`config.mk`:
```
export PLATFORM = sky130hd
export DESIGN_NAME = rggen_register_access_arbiter_flat
export DESIGN_NICKNAME = d
export VERILOG_FILES = /design/src/rtl/rggen_register_access_arbiter_if.sv /design/src/rtl/rggen_register_access_arbiter.sv /design/src/flat_wrapper.sv
export SDC_FILE = /design/constraint.sdc
export NUM_CORES = 1
export LEC_CHECK = 0
export ABC_CLOCK_PERIOD_IN_PS = 2400
export BUFFER_PORTS_ARGS = -buffer_cell sky130_fd_sc_hd__clkbuf_2
export CELL_PAD_IN_SITES_DETAIL_PLACEMENT = 1
export CELL_PAD_IN_SITES_GLOBAL_PLACEMENT = 1
export CORE_UTILIZATION = 32
export DETAILED_ROUTE_END_ITERATION = 7
export HOLD_SLACK_MARGIN = 0.03
export PLACE_DENSITY_LB_ADDON = 0.3
export SYNTH_ARGS = -nofsm -noshare
export SYNTH_HDL_FRONTEND = slang
export SYNTH_SLANG_ARGS = --single-unit
```
`constraint.sdc`:
```
create_clock -name clk -period 2.4 [get_ports clk]
set_input_delay 0 -clock clk [delete_from_list [all_inputs] [get_ports clk]]
set_output_delay 0 -clock clk [all_outputs]
set_load 0.02 [all_outputs]
```
`src/rtl/rggen_register_access_arbiter_if.sv`:
```
// Bus bundle between N requesters, the arbiter and the register block.
// Ports: requests, per-requester responses, downstream access channel.
interface rggen_register_access_arbiter_if #(
  parameter int N             = 2,
  parameter int ADDRESS_WIDTH = 16,
  parameter int DATA_WIDTH    = 32
);
  logic [N-1:0]                    i_request_valid;
  logic [N-1:0]                    i_request_write;
  logic [N-1:0][ADDRESS_WIDTH-1:0] i_request_address;
  logic [N-1:0][DATA_WIDTH-1:0]    i_request_write_data;
  logic [N-1:0][DATA_WIDTH-1:0]    i_request_write_mask;
  logic [N-1:0]                    o_request_ready;
  logic [N-1:0]                    o_response_valid;
  logic [N-1:0]                    i_response_ready;
  logic [DATA_WIDTH-1:0]           o_response_read_data;
  logic                            o_response_error;
  logic                            o_access_valid;
  logic                            o_access_write;
  logic [ADDRESS_WIDTH-1:0]        o_access_address;
  logic [DATA_WIDTH-1:0]           o_access_write_data;
  logic [DATA_WIDTH-1:0]           o_access_write_mask;
  logic                            i_access_done;
  logic [DATA_WIDTH-1:0]           i_access_read_data;
  logic                            i_access_error;

  modport slave (
    input  i_request_valid,
    input  i_request_write,
    input  i_request_address,
    input  i_request_write_data,
    input  i_request_write_mask,
    output o_request_ready,
    output o_response_valid,
    input  i_response_ready,
    output o_response_read_data,
    output o_response_error,
    output o_access_valid,
    output o_access_write,
    output o_access_address,
    output o_access_write_data,
    output o_access_write_mask,
    input  i_access_done,
    input  i_access_read_data,
    input  i_access_error
  );

  modport master (
    output i_request_valid,
    output i_request_write,
    output i_request_address,
    output i_request_write_data,
    output i_request_write_mask,
    input  o_request_ready,
    input  o_response_valid,
    output i_response_ready,
    input  o_response_read_data,
    input  o_response_error,
    input  o_access_valid,
    input  o_access_write,
    input  o_access_address,
    input  o_access_write_data,
    input  o_access_write_mask,
    output i_access_done,
    output i_access_read_data,
    output i_access_error
  );
endinterface

```
`src/rtl/rggen_register_access_arbiter.sv`:
```
// Round-robin arbiter sharing one register access port among N requesters.
// Ports: clk, rst_n (sync, active-low), bus (slave modport of the bundle).
module rggen_register_access_arbiter #(
  parameter int N              = 2,
  parameter int ADDRESS_WIDTH  = 16,
  parameter int DATA_WIDTH     = 32,
  parameter int TIMEOUT_CYCLES = 255
) (
  input logic clk,
  input logic rst_n,
  rggen_register_access_arbiter_if.slave bus
);
  localparam int IW = (N > 1) ? $clog2(N) : 1;
  localparam logic [15:0] TIMEOUT = 16'(TIMEOUT_CYCLES);
  localparam logic [1:0] IDLE     = 2'd0;
  localparam logic [1:0] ACCESS   = 2'd1;
  localparam logic [1:0] RESPONSE = 2'd2;
  localparam logic [N-1:0] ONE = N'(1);

  logic [1:0]               r_state;
  logic [IW-1:0]            r_pointer;
  logic [IW-1:0]            r_grant;
  logic [15:0]              r_count;
  logic                     r_access_valid;
  logic                     r_write;
  logic [ADDRESS_WIDTH-1:0] r_address;
  logic [DATA_WIDTH-1:0]    r_write_data;
  logic [DATA_WIDTH-1:0]    r_write_mask;
  logic [N-1:0]             r_response_valid;
  logic [DATA_WIDTH-1:0]    r_read_data;
  logic                     r_error;

  logic          w_found;
  logic [IW-1:0] w_index;
  logic [IW-1:0] w_next_pointer;
  logic [N-1:0]  w_request_ready;
  logic          w_grant;
  logic          w_done;
  logic          w_timeout;
  logic          w_ack;

  // Scan from the priority pointer upward, wrapping at N-1.
  always_comb begin : search
    logic [IW:0] v_sum;
    w_found = 1'b0;
    w_index = '0;
    v_sum   = '0;
    for (int i = 0; i < N; i++) begin
      v_sum = {1'b0, r_pointer} + (IW+1)'(i);
      if (v_sum >= (IW+1)'(N))
        v_sum = v_sum - (IW+1)'(N);
      if (!w_found && bus.i_request_valid[v_sum[IW-1:0]]) begin
        w_found = 1'b1;
        w_index = v_sum[IW-1:0];
      end
    end
  end

  assign w_next_pointer =
    (w_index == IW'(N-1)) ? '0 : w_index + 1'b1;

  // No grant while reset is asserted: it would be lost.
  assign w_grant = rst_n && (r_state == IDLE) && w_found;
  assign w_request_ready = w_grant ? (ONE << w_index) : '0;

  assign w_done = (r_state == ACCESS) && bus.i_access_done;
  assign w_timeout =
    (r_state == ACCESS) && !bus.i_access_done &&
    (TIMEOUT != 16'd0) && (r_count == TIMEOUT);
  assign w_ack =
    (r_state == RESPONSE) && bus.i_response_ready[r_grant];

  always_ff @(posedge clk) begin
    if (!rst_n) begin
      r_state          <= IDLE;
      r_pointer        <= '0;
      r_grant          <= '0;
      r_count          <= '0;
      r_access_valid   <= 1'b0;
      r_write          <= 1'b0;
      r_address        <= '0;
      r_write_data     <= '0;
      r_write_mask     <= '0;
      r_response_valid <= '0;
      r_read_data      <= '0;
      r_error          <= 1'b0;
    end else begin
      case (r_state)
        IDLE: begin
          if (w_grant) begin
            r_state        <= ACCESS;
            r_grant        <= w_index;
            r_pointer      <= w_next_pointer;
            r_count        <= '0;
            r_access_valid <= 1'b1;
            r_write        <= bus.i_request_write[w_index];
            r_address      <= bus.i_request_address[w_index];
            r_write_data   <= bus.i_request_write_data[w_index];
            // Reads never carry a write mask downstream.
            r_write_mask   <=
              bus.i_request_write[w_index] ?
              bus.i_request_write_mask[w_index] : '0;
          end
        end
        ACCESS: begin
          if (w_done) begin
            r_state          <= RESPONSE;
            r_access_valid   <= 1'b0;
            r_response_valid <= ONE << r_grant;
            r_read_data      <=
              r_write ? '0 : bus.i_access_read_data;
            r_error          <= bus.i_access_error;
          end else if (w_timeout) begin
            r_state          <= RESPONSE;
            r_access_valid   <= 1'b0;
            r_response_valid <= ONE << r_grant;
            r_read_data      <= '0;
            r_error          <= 1'b1;
          end else begin
            r_count <= r_count + 16'd1;
          end
        end
        RESPONSE: begin
          if (w_ack) begin
            r_state          <= IDLE;
            r_response_valid <= '0;
          end
        end
        default: r_state <= IDLE;
      endcase
    end
  end

  assign bus.o_request_ready      = w_request_ready;
  assign bus.o_response_valid     = r_response_valid;
  assign bus.o_response_read_data = r_read_data;
  assign bus.o_response_error     = r_error;
  assign bus.o_access_valid       = r_access_valid;
  assign bus.o_access_write       = r_write;
  assign bus.o_access_address     = r_address;
  assign bus.o_access_write_data  = r_write_data;
  assign bus.o_access_write_mask  = r_write_mask;
endmodule

```
`src/flat_wrapper.sv`:
```
// flat-port wrapper written by rule: the top's interface ports become plain ports
module rggen_register_access_arbiter_flat 
#(
  parameter int N              = 2,
  parameter int ADDRESS_WIDTH  = 16,
  parameter int DATA_WIDTH     = 32,
  parameter int TIMEOUT_CYCLES = 255
)
  (clk, rst_n, bus_i_request_valid, bus_i_request_write, bus_i_request_address, bus_i_request_write_data, bus_i_request_write_mask, bus_o_request_ready, bus_o_response_valid, bus_i_response_ready, bus_o_response_read_data, bus_o_response_error, bus_o_access_valid, bus_o_access_write, bus_o_access_address, bus_o_access_write_data, bus_o_access_write_mask, bus_i_access_done, bus_i_access_read_data, bus_i_access_error);
  rggen_register_access_arbiter_if #(.N(N), .ADDRESS_WIDTH(ADDRESS_WIDTH), .DATA_WIDTH(DATA_WIDTH)) bus_i ();
  input logic clk;
  input logic rst_n;
  input wire logic [$bits(bus_i.i_request_valid)-1:0] bus_i_request_valid;
  input wire logic [$bits(bus_i.i_request_write)-1:0] bus_i_request_write;
  input wire logic [$bits(bus_i.i_request_address)-1:0] bus_i_request_address;
  input wire logic [$bits(bus_i.i_request_write_data)-1:0] bus_i_request_write_data;
  input wire logic [$bits(bus_i.i_request_write_mask)-1:0] bus_i_request_write_mask;
  output wire logic [$bits(bus_i.o_request_ready)-1:0] bus_o_request_ready;
  output wire logic [$bits(bus_i.o_response_valid)-1:0] bus_o_response_valid;
  input wire logic [$bits(bus_i.i_response_ready)-1:0] bus_i_response_ready;
  output wire logic [$bits(bus_i.o_response_read_data)-1:0] bus_o_response_read_data;
  output wire logic [$bits(bus_i.o_response_error)-1:0] bus_o_response_error;
  output wire logic [$bits(bus_i.o_access_valid)-1:0] bus_o_access_valid;
  output wire logic [$bits(bus_i.o_access_write)-1:0] bus_o_access_write;
  output wire logic [$bits(bus_i.o_access_address)-1:0] bus_o_access_address;
  output wire logic [$bits(bus_i.o_access_write_data)-1:0] bus_o_access_write_data;
  output wire logic [$bits(bus_i.o_access_write_mask)-1:0] bus_o_access_write_mask;
  input wire logic [$bits(bus_i.i_access_done)-1:0] bus_i_access_done;
  input wire logic [$bits(bus_i.i_access_read_data)-1:0] bus_i_access_read_data;
  input wire logic [$bits(bus_i.i_access_error)-1:0] bus_i_access_error;
  assign bus_i.i_request_valid = bus_i_request_valid;
  assign bus_i.i_request_write = bus_i_request_write;
  assign bus_i.i_request_address = bus_i_request_address;
  assign bus_i.i_request_write_data = bus_i_request_write_data;
  assign bus_i.i_request_write_mask = bus_i_request_write_mask;
  assign bus_o_request_ready = bus_i.o_request_ready;
  assign bus_o_response_valid = bus_i.o_response_valid;
  assign bus_i.i_response_ready = bus_i_response_ready;
  assign bus_o_response_read_data = bus_i.o_response_read_data;
  assign bus_o_response_error = bus_i.o_response_error;
  assign bus_o_access_valid = bus_i.o_access_valid;
  assign bus_o_access_write = bus_i.o_access_write;
  assign bus_o_access_address = bus_i.o_access_address;
  assign bus_o_access_write_data = bus_i.o_access_write_data;
  assign bus_o_access_write_mask = bus_i.o_access_write_mask;
  assign bus_i.i_access_done = bus_i_access_done;
  assign bus_i.i_access_read_data = bus_i_access_read_data;
  assign bus_i.i_access_error = bus_i_access_error;
  rggen_register_access_arbiter #(.N(N), .ADDRESS_WIDTH(ADDRESS_WIDTH), .DATA_WIDTH(DATA_WIDTH), .TIMEOUT_CYCLES(TIMEOUT_CYCLES)) u_core (.clk(clk), .rst_n(rst_n), .bus(bus_i));
endmodule
```
[Word-level counts from Yosys, hierarchy flattened]
Cells that the tools add are included.
Cells by class
  add/sub/neg operators: 5
  order comparisons: 6
  equality and inequality tests: 8
  shift operators: 2
  muxes and demuxes: 44
  reductions and logical operators: 19
Operators by type and width (number)
  $mux 32: 8
  $mux 16: 5
  $pmux 16 s2: 1
  $mux 1: 20
  $add 16x1->16 const B: 1
  $eq 16x8->1 const B: 1
  $mux 2: 7
  $reduce_and 3->1: 3
  $lt 1x2->1 const B: 4
  $logic_and 1x1->1: 7
  $pmux 2 s3: 1
  $reduce_bool 2->1: 3
  $ne 2x1->1 const B: 2
  $ne 2x2->1 const B: 2
  $pmux 2 s2: 1
  $reduce_and 2->1: 2
  $reduce_and 4->1: 1
  $shl 1x1->2 const A: 2
  $ne 3x1->1 const B: 1
  $add 1x1->2 const B: 1
  $eq 2x1->1 const B: 1
  $eq 2x2->1 const B: 1
  $ge 1x2->1 const B: 1
  $ge 2x2->1 const B: 1
  5 further kinds: 7
Word-level totals
  bits in registers: 137
  output and inout bits: 119
  logic and storage cells: 96

[Logic depth before layout (Yosys ltp)]
Gate-level depths: netlist of run 1.
  word-level depth: 11
  depth in mapped cells: 8

[Worst setup path after synthesis of run 1]
No wires, ideal clock.
  kind: register to register
  from: register u_core.r_state[0]
  to: register u_core.r_count[9]
  library setup time: 0.116 ns
  arrival: 1.735 ns
  required time: 2.284 ns
  slack: 0.549 ns
  cell stages (with the launch flop): 8
  cell sequence: dfxtp_1 -> inv_1 -> ha_1 -> nor2b_1 -> o2111ai_1 -> a211oi_2 -> a21oi_1 -> a31o_2
On the way
  longest elaborated chain between the ends: 5
RTL lines
  from (decl): line rggen_register_access_arbiter.sv:20  | logic [1:0] r_state;
  from (signal assigned): line rggen_register_access_arbiter.sv:75  | r_state <= IDLE;
  from (signal assigned): line rggen_register_access_arbiter.sv:91  | r_state <= ACCESS;
  from (signal assigned): line rggen_register_access_arbiter.sv:107  | r_state <= RESPONSE;
  $eq 2x1->1 or $logic_not 2->1 (tied branches)
  $logic_and 1x1->1, on equally long branches: line rggen_register_access_arbiter.sv:68, rggen_register_access_arbiter.sv:63
  $logic_and 1x1->1, on equally long branches: line rggen_register_access_arbiter.sv:69, rggen_register_access_arbiter.sv:63
  $ne 2x2->1 (no line) or $ne 2x1->1 (tied branches)
  $reduce_and 4->1 (no line)
  to (signal assigned): line rggen_register_access_arbiter.sv:120  | r_count <= r_count + 16'd1;
  to (decl): line rggen_register_access_arbiter.sv:23  | logic [15:0] r_count;
Parallel ways exist; a longest one is shown, timed or not.
A chain may end at the register's enable or synchronous reset.

[Worst setup path in the final report of run 1]
  from: register u_core.r_pointer
  to: register u_core.r_write_mask[19], in the netlist u_core.bus.o_access_write_mask[19]
On the way
  longest elaborated chain between the ends: 11
RTL lines
  from (decl): line rggen_register_access_arbiter.sv:21  | logic [IW-1:0] r_pointer;
  from (signal assigned): line rggen_register_access_arbiter.sv:93  | r_pointer <= w_next_pointer;
  $ge 1x2->1 or $sub 1x1->1 (tied branches): line rggen_register_access_arbiter.sv:50, rggen_register_access_arbiter.sv:51
  $mux 1: line rggen_register_access_arbiter.sv:50  | if (v_sum >= (IW+1)'(N))
  $mux 1 (implied by the code) (2 in a row): line rggen_register_access_arbiter.sv:52  | if (!w_found && bus.i_request_valid[v_sum[IW-1:0]]) begin
  $mux 1: line rggen_register_access_arbiter.sv:52
  $logic_not 1->1: line rggen_register_access_arbiter.sv:52
  $logic_and 1x1->1: line rggen_register_access_arbiter.sv:52
  $mux 1: line rggen_register_access_arbiter.sv:52
  $mux 32 (implied by the code) or $mux 1 (tied branches) (2 in a row): line rggen_register_access_arbiter.sv:102, rggen_register_access_arbiter.sv:101
  $mux 32: line rggen_register_access_arbiter.sv:101  | bus.i_request_write[w_index] ?
  to (signal assigned): line rggen_register_access_arbiter.sv:100  | r_write_mask <=
  to (decl): line rggen_register_access_arbiter.sv:28  | logic [DATA_WIDTH-1:0] r_write_mask;
Parallel ways exist; a longest one is shown, timed or not. The select of a mux whose other input is x is not followed.

==> results.toml, run 1 <==
[yosys]
syn_nets = 920
synth_edf_count = 0
avgSynthCellArea_um2 = 8.61
ys.warnings.count = 0
synthArstFlopShare_pct = 0
synth_top_family_by_area = "simple AND/OR/NAND/NOR gates"
synthSimpleGateAreaFrac_pct = 22.6
synthMuxAreaShare_pct = 5.57
ys_ff_latch = 137
synthAdderAreaFrac_pct = 1.02
synth-xor-area-share_pct = 1.43
ys_seq_area_share_pct = 44.7
synth_compound_area_share_pct = 20.2
synthCells = 713
ys_types = 37
synth.area.top_cells = "dfxtp_1, nand2_1, o211a_1"
synth.top_cell.area_share_pct = 44.7
netlist.top_cell.by_area = "dfxtp_1"
ys_dominant_reg_cell = "dfxtp_1"
syn_area_um2 = 6140

[clock_tree]
cts_tree = "built"
htree_levels = 4
numCtsBuffers = 17
cts_sinks = 137
insertion_delay_ns = 0.42
cts_max_path_buffers = 2
cts-root-buf = "clkbuf_16"
cts.clk_slew.worst_paths_ns = 0.06

[route]
vias = 7265
first_iter_violations = 258
postRouteWirelength_um = 25800
drc = 0
vias_per_cell = 5.02
antenna_left = 0
wl_per_cell_um = 17.9
dr.pass1.iters = 4

[timing]
slew_headroom_pct = 48.0
fin_crit_ns = 2.28
hold_violations = 0
slew_viol_final = 0
finalCritPeriodShare_pct = 95.1
rsz0062_at_grt = "no"
worst_pin_slew_ns = 0.780
tns_ns = 0
setup_violations = 0
max_freq_mhz = 438
fin_skew_ns = 0.00929

[grt]
grt-ovfl-total = 0
grt_usage_pct = 26.4
grt_pass1_vias = 7793
antenna_found_initial = 0
grt_pass1_wl_um = 40700
grt_start_max_net_pins = 82

[setup_path]
arrival_ns = 2.59
cp-end-kind = "flip-flop"
critPathLaunchType = "flip-flop"
r2r_start = "u_core.r_pointer"
worstRegToRegCells = 6
required_ns = 2.71
cp_max_fo = 81
critical_path_class = "reg -> reg"
rrSetupSlack_ns = 0.12
r2r-end = "u_core.bus.o_access_write_mask[19]"

[cells_and_area]
layout-drive-gt1-share_pct = 30.9
areaGrowthSynthToFinish_pct = 70.7
utilization_pct = 55.8
nNetsFinal = 1406
diodes = 0

[floorplanning]
core_um2 = 18800
die_x_um = 140
die-area_um2 = 19700
chipHeight_um = 140
ios = 321
std_cell_rows = 50
initial_core_util_pct = 32.7

[status]
status = "complete, no violations"

[worst_hold_path]
whs_path_depth = 4
min-delay-start = "bus_i_request_write_mask[32]"
hp-class = "in -> reg"
hold_path_end = "u_core.bus.o_access_write_mask[0]"

[pwr]
leakage_nw = 5.20
p_per_area_nw_per_um2 = 808
irDropWorstVdd_mv = 0.491

[place]
gp_congestion = 0.766
port_buffers = 320
place_hpwl_um = 14400

[job]
maxCapViolCount = 0
## synth_stat cells, drive strengths merged (2+ instances only)
master and instances:
a211oi 8, a21boi 4, a21o 3, a21oi 11, a22oi 32, a31oi 2
a41o 2, and2 32, and3 5, buf 17, clkbuf 40, dfxtp 137
ha 5, inv 10, mux2i 33, nand2 144, nand3 52, nor2 22
nor2b 36, nor3 2, nor4 3, o211a 49, o211ai 4, o21ai 41
xnor2 10
## timing repair
| action | in CTS | in global routing |
|---|---|---|
| buffers inserted | 0 | 0 |
| endpoints found under the setup margin | 0 | 42 |
| hold endpoints to repair | 111 | 0 |
| gates resized for setup | 0 | 4 |
| hold buffers | 190 | 0 |
## sequential cells by signal, indices dropped and copies added, names as in the netlist, 2 cells and up
| name | cells |
|---|---|
| u_core.bus.o_access_address | 16 |
| u_core.bus.o_response_read_data | 32 |
| u_core.bus.o_response_valid | 2 |
| u_core.bus.o_access_write_data | 32 |
| u_core.bus.o_access_write_mask | 32 |
| u_core.r_count | 16 |
| u_core.r_state | 2 |
## final cells by class
cell class / instances / area, um^2
multi-input cells: 509 / 3150
well taps: 234 / 293
clock inverters: 13 / 168
fillers: 2261 / 8290
inverters: 10 / 37.5
flip-flops and latches: 137 / 2740
clock buffers: 19 / 453
repair buffers: 524 / 3630
## kinds of logic (layout without fill, tap and decap cells)
kind of cell,Yosys count,count (layout)
mux,34,34
flops,137,137
buf+inv,67,566
compound gates,162,162
simple gates,298,298
fa+ha+maj,5,5
xor+xnor,10,10
## cells in the final DEF, fill, tap and decap left out, types with 2 or more instances in the layout
| cell type | instances |
|---|---|
| buf_4 | 12 |
| and3_1 | 5 |
| a21boi_0 | 4 |
| nor3_1 | 2 |
| clkinvlp_4 | 2 |
| nand2_1 | 144 |
| and2_1 | 32 |
| o211a_1 | 48 |
| dfxtp_1 | 137 |
| inv_1 | 10 |
| ha_1 | 5 |
| a22oi_1 | 32 |
| nor2b_1 | 36 |
| nand3_1 | 52 |
| nor2_1 | 20 |
| inv_6 | 3 |
| dlygate4sd3_1 | 190 |
| a41o_1 | 2 |
| clkbuf_16 | 17 |
| xnor2_1 | 10 |
| a31oi_1 | 2 |
| o21ai_0 | 40 |
| a21oi_1 | 11 |
| mux2i_1 | 33 |
| nor4_1 | 3 |
| a211oi_1 | 7 |
| o211ai_1 | 4 |
| bufinv_16 | 3 |
| clkinv_2 | 2 |
| a21o_1 | 3 |
| clkbuf_8 | 2 |
| clkbuf_2 | 319 |
| clkinv_4 | 3 |
## power by group
part	leakage (nW)	total, mW	switching (mW)	internal [mW]
combinational	3.78	2.90	1.65	1.25
clock	0.300	2.76	1.06	1.70
sequential	1.12	2.81	0.201	2.61
total	5.20	8.47	2.90	5.56
## per-layer routing
metal	global-route usage, %	part of all wire [%]	vias up
met5	0	0	-
met4	13.7	3.9	0
met3	5.98	5.7	67
met2	48.0	51	261
met1	28.5	39	3491
li1	-	-	3446
## worst max-delay path by stage
stage | start | endpoint | slack (ns) | depth (start not counted)
floorplan | u_core.r_state[0] | u_core.r_count[9] | 0.55 | 7
global placement | u_core.r_state[0] | u_core.r_count[9] | 0.25 | 7
detailed placement | u_core.r_state[0] | u_core.r_count[9] | 0.20 | 7
CTS | u_core.r_state[0] | u_core.bus.o_access_address[12] | 0.009 | 7
global route | u_core.r_state[0] | u_core.r_count[13] | 0.002 | 7
finish | u_core.r_pointer | u_core.bus.o_access_write_mask[19] | 0.12 | 6
## critical path, cell delays in order, from the launching register on
cell and delay [ns]:
dfxtp_1 0.36, o21ai_4 0.18, buf_12 0.35, mux2i_1 0.32
dlygate4sd3_1 0.61, o21ai_0 0.09, and2_1 0.17
## metrics by stage
stage,instances,hold WS [ns],cell area (um^2),setup WS (ns),total power [mW]
final,1446,0.0348,10500,0.118,8.47
after floorplan,713,0.163,6140,0.549,4.34
after detailed placement,1224,0.271,7940,0.198,5.20
after global routing,1446,0.0666,10500,0.00173,8.90
after CTS,1446,0.0352,10500,0.00916,8.43
after global placement,1224,0.258,7940,0.248,5.16
Note: power is estimated with default switching activity, not from simulation.
==> run 2: changes to the inputs <==
==> constraint.sdc (replaced) <==
create_clock -name clk -period 2.4 [get_ports clk]
set_input_delay 0.24 -clock clk [delete_from_list [all_inputs] [get_ports clk]]
set_output_delay 0.24 -clock clk [all_outputs]
set_load 0.02 [all_outputs]
==> results.toml, run 2 (same netlist as run 1, synthesis figures left out) <==
[setup_path]
critPathBufInv = 3
path_cells = "inv_1, ha_1, o211ai_1, buf_4, nor2_2, clkbuf_2"
cp.depth = 6
required_ns = 2.16
arrival_ns = 1.97
cp_max_fo = 19
r2r-end = "u_core.r_count[9]"
rrSetupSlack_ns = 0.23
cp_top_family = "buffers and inverters"
max_stage_delay_ns = 0.31
startpoint = "u_core.r_state[1]"
worstRegToRegCells = 7
endpoint = "bus_o_request_ready[1]"
critical_path_class = "reg -> out"
slowest_stage = "dfxtp_1"
r2r_start = "u_core.r_state[0]"
critPathLaunchType = "flip-flop"
cp-end-kind = "primary output"

[place]
port_buffers = 320
place_inst = 1228
gp_congestion = 0.769
place_hpwl_um = 14800

[clock_tree]
numCtsBuffers = 17
cts-root-buf = "clkbuf_16"
cts_hold_buf = 0
cts_max_path_buffers = 2
insertion_delay_ns = 0.41
htree_levels = 4
cts.clk_slew.worst_paths_ns = 0.06
cts_tree = "built"
cts_sinks = 137

[grt]
grt_pass1_vias = 6244
use_met3_pct = 6.15
antenna_found_initial = 0
grt.met1_usage_pct = 23.8
grt.met2_usage_pct = 37.0
grt_pass1_wl_um = 32400
grt-ovfl-total = 0
grt_start_max_net_pins = 118
busiest_layer = "met2"
grt_usage_pct = 20.9

[floorplanning]
chipHeight_um = 140
initial_core_util_pct = 32.7
std_cell_rows = 50
ios = 321
die_x_um = 140
core_um2 = 18800
die-area_um2 = 19700

[pwr]
p_per_area_nw_per_um2 = 897
leakage_nw = 4.47
irDropWorstVdd_mv = 0.494

[timing]
worst_pin_slew_ns = 0.526
fin_skew_ns = 0.0123
slew_viol_final = 0
hold_violations = 0
finalCritPeriodShare_pct = 92.2
max_freq_mhz = 452
hold_ws_ns = 0.0997
slew_headroom_pct = 64.9
rsz0062_at_grt = "no"
tns_ns = 0
fin_crit_ns = 2.21
setup_violations = 0

[route]
vias_per_cell = 4.93
postRouteWirelength_um = 20300
first_iter_violations = 193
drc = 0
vias = 6206
wl_per_cell_um = 16.1
dr.pass1.iters = 4
antenna_left = 0

[job]
maxCapViolCount = 0

[cells_and_area]
instances_no_fill = 1260
mostFrequentLayoutCells = "clkbuf_2, nand2_1, dfxtp_1, nand3_1, o211a_1"
diodes = 0
layout-drive-gt1-share_pct = 36.8
areaGrowthSynthToFinish_pct = 39.2
final_common_cell = "clkbuf_2"
nNetsFinal = 1220

[status]
status = "complete, no violations"

[worst_hold_path]
whs_path_depth = 3
hp-class = "in -> reg"
[run 2: cell types whose count changed in the layout (fill, tap and decap cells not counted), moves of 2 or more]
cell and delta:
dlygate4sd3_1 -190, clkinvlp_4 +2, buf_4 +6, clkbuf_1 +2, bufinv_16 -2
[run 2: per-layer routing]
| layer | wire, um | share of wire, % | vias up |
|---|---|---|---|
| met4 | 333 | 1.6 | 0 |
| li1 | - | - | 3084 |
| met1 | 8640 | 43 | 2905 |
| met3 | 1350 | 6.7 | 20 |
| met5 | 0 | 0 | - |
| met2 | 9940 | 49 | 197 |
[run 2: worst min path at each step]
stage,from,to,slack [ns]
4_1_cts,bus_i_access_read_data[5],u_core.bus.o_response_read_data[5],0.08
2_1_floorplan,bus_i_access_error,u_core.bus.o_response_error,0.40
6_report,bus_i_access_read_data[25],u_core.bus.o_response_read_data[25],0.1
3_3_place_gp,u_core.bus.o_access_address[3],u_core.bus.o_access_address[3],0.48
3_5_place_dp,u_core.bus.o_access_write_data[7],u_core.bus.o_access_write_data[7],0.49
5_1_grt,bus_i_access_read_data[26],u_core.bus.o_response_read_data[26],0.09
[run 2: layout make-up]
type | instances | area [um^2]
Tap cell | 234 | 293
Fill cell | 2337 | 10200
Sequential cell | 137 | 2740
Timing Repair Buffer | 338 | 1750
Clock buffer | 20 | 447
Multi-Input combinational cell | 509 | 3150
Inverter | 10 | 37.5
Clock inverter | 12 | 118
[run 2: what timing repair did]
item,in CTS,in global routing
setup buffers,0,0
endpoints found under the setup margin,0,1
gates resized for setup,0,1
hold endpoints to repair,0,0
[run 2: through the flow]
step	power [mW]	utilization, %	worst slack (ns)	area (um^2)
CTS	7.78	45.5	0.0714	8540
global placement	5.17	42.5	0.336	7970
floorplan	4.34	-	0.549	6140
global route	8.12	45.5	0.0520	8540
finish	7.66	45.5	0.188	8540
detailed placement	5.21	42.5	0.260	7970
[run 2: where the power goes]
| part | total, mW | internal [mW] | switching (mW) |
|---|---|---|---|
| clock network | 2.52 | 1.47 | 1.05 |
| logic | 2.35 | 0.874 | 1.48 |
| registers | 2.79 | 2.61 | 0.182 |
| total | 7.66 | 4.95 | 2.71 |
[run 2: worst register-to-register path, cell delays in order, from the launching register on]
cell and delay, ns:
dfxtp_1 0.35, inv_1 0.09, ha_1 0.28, nor2b_1 0.27, o2111ai_1 0.22, a211oi_2 0.51
a21oi_1 0.14, a31o_2 0.22
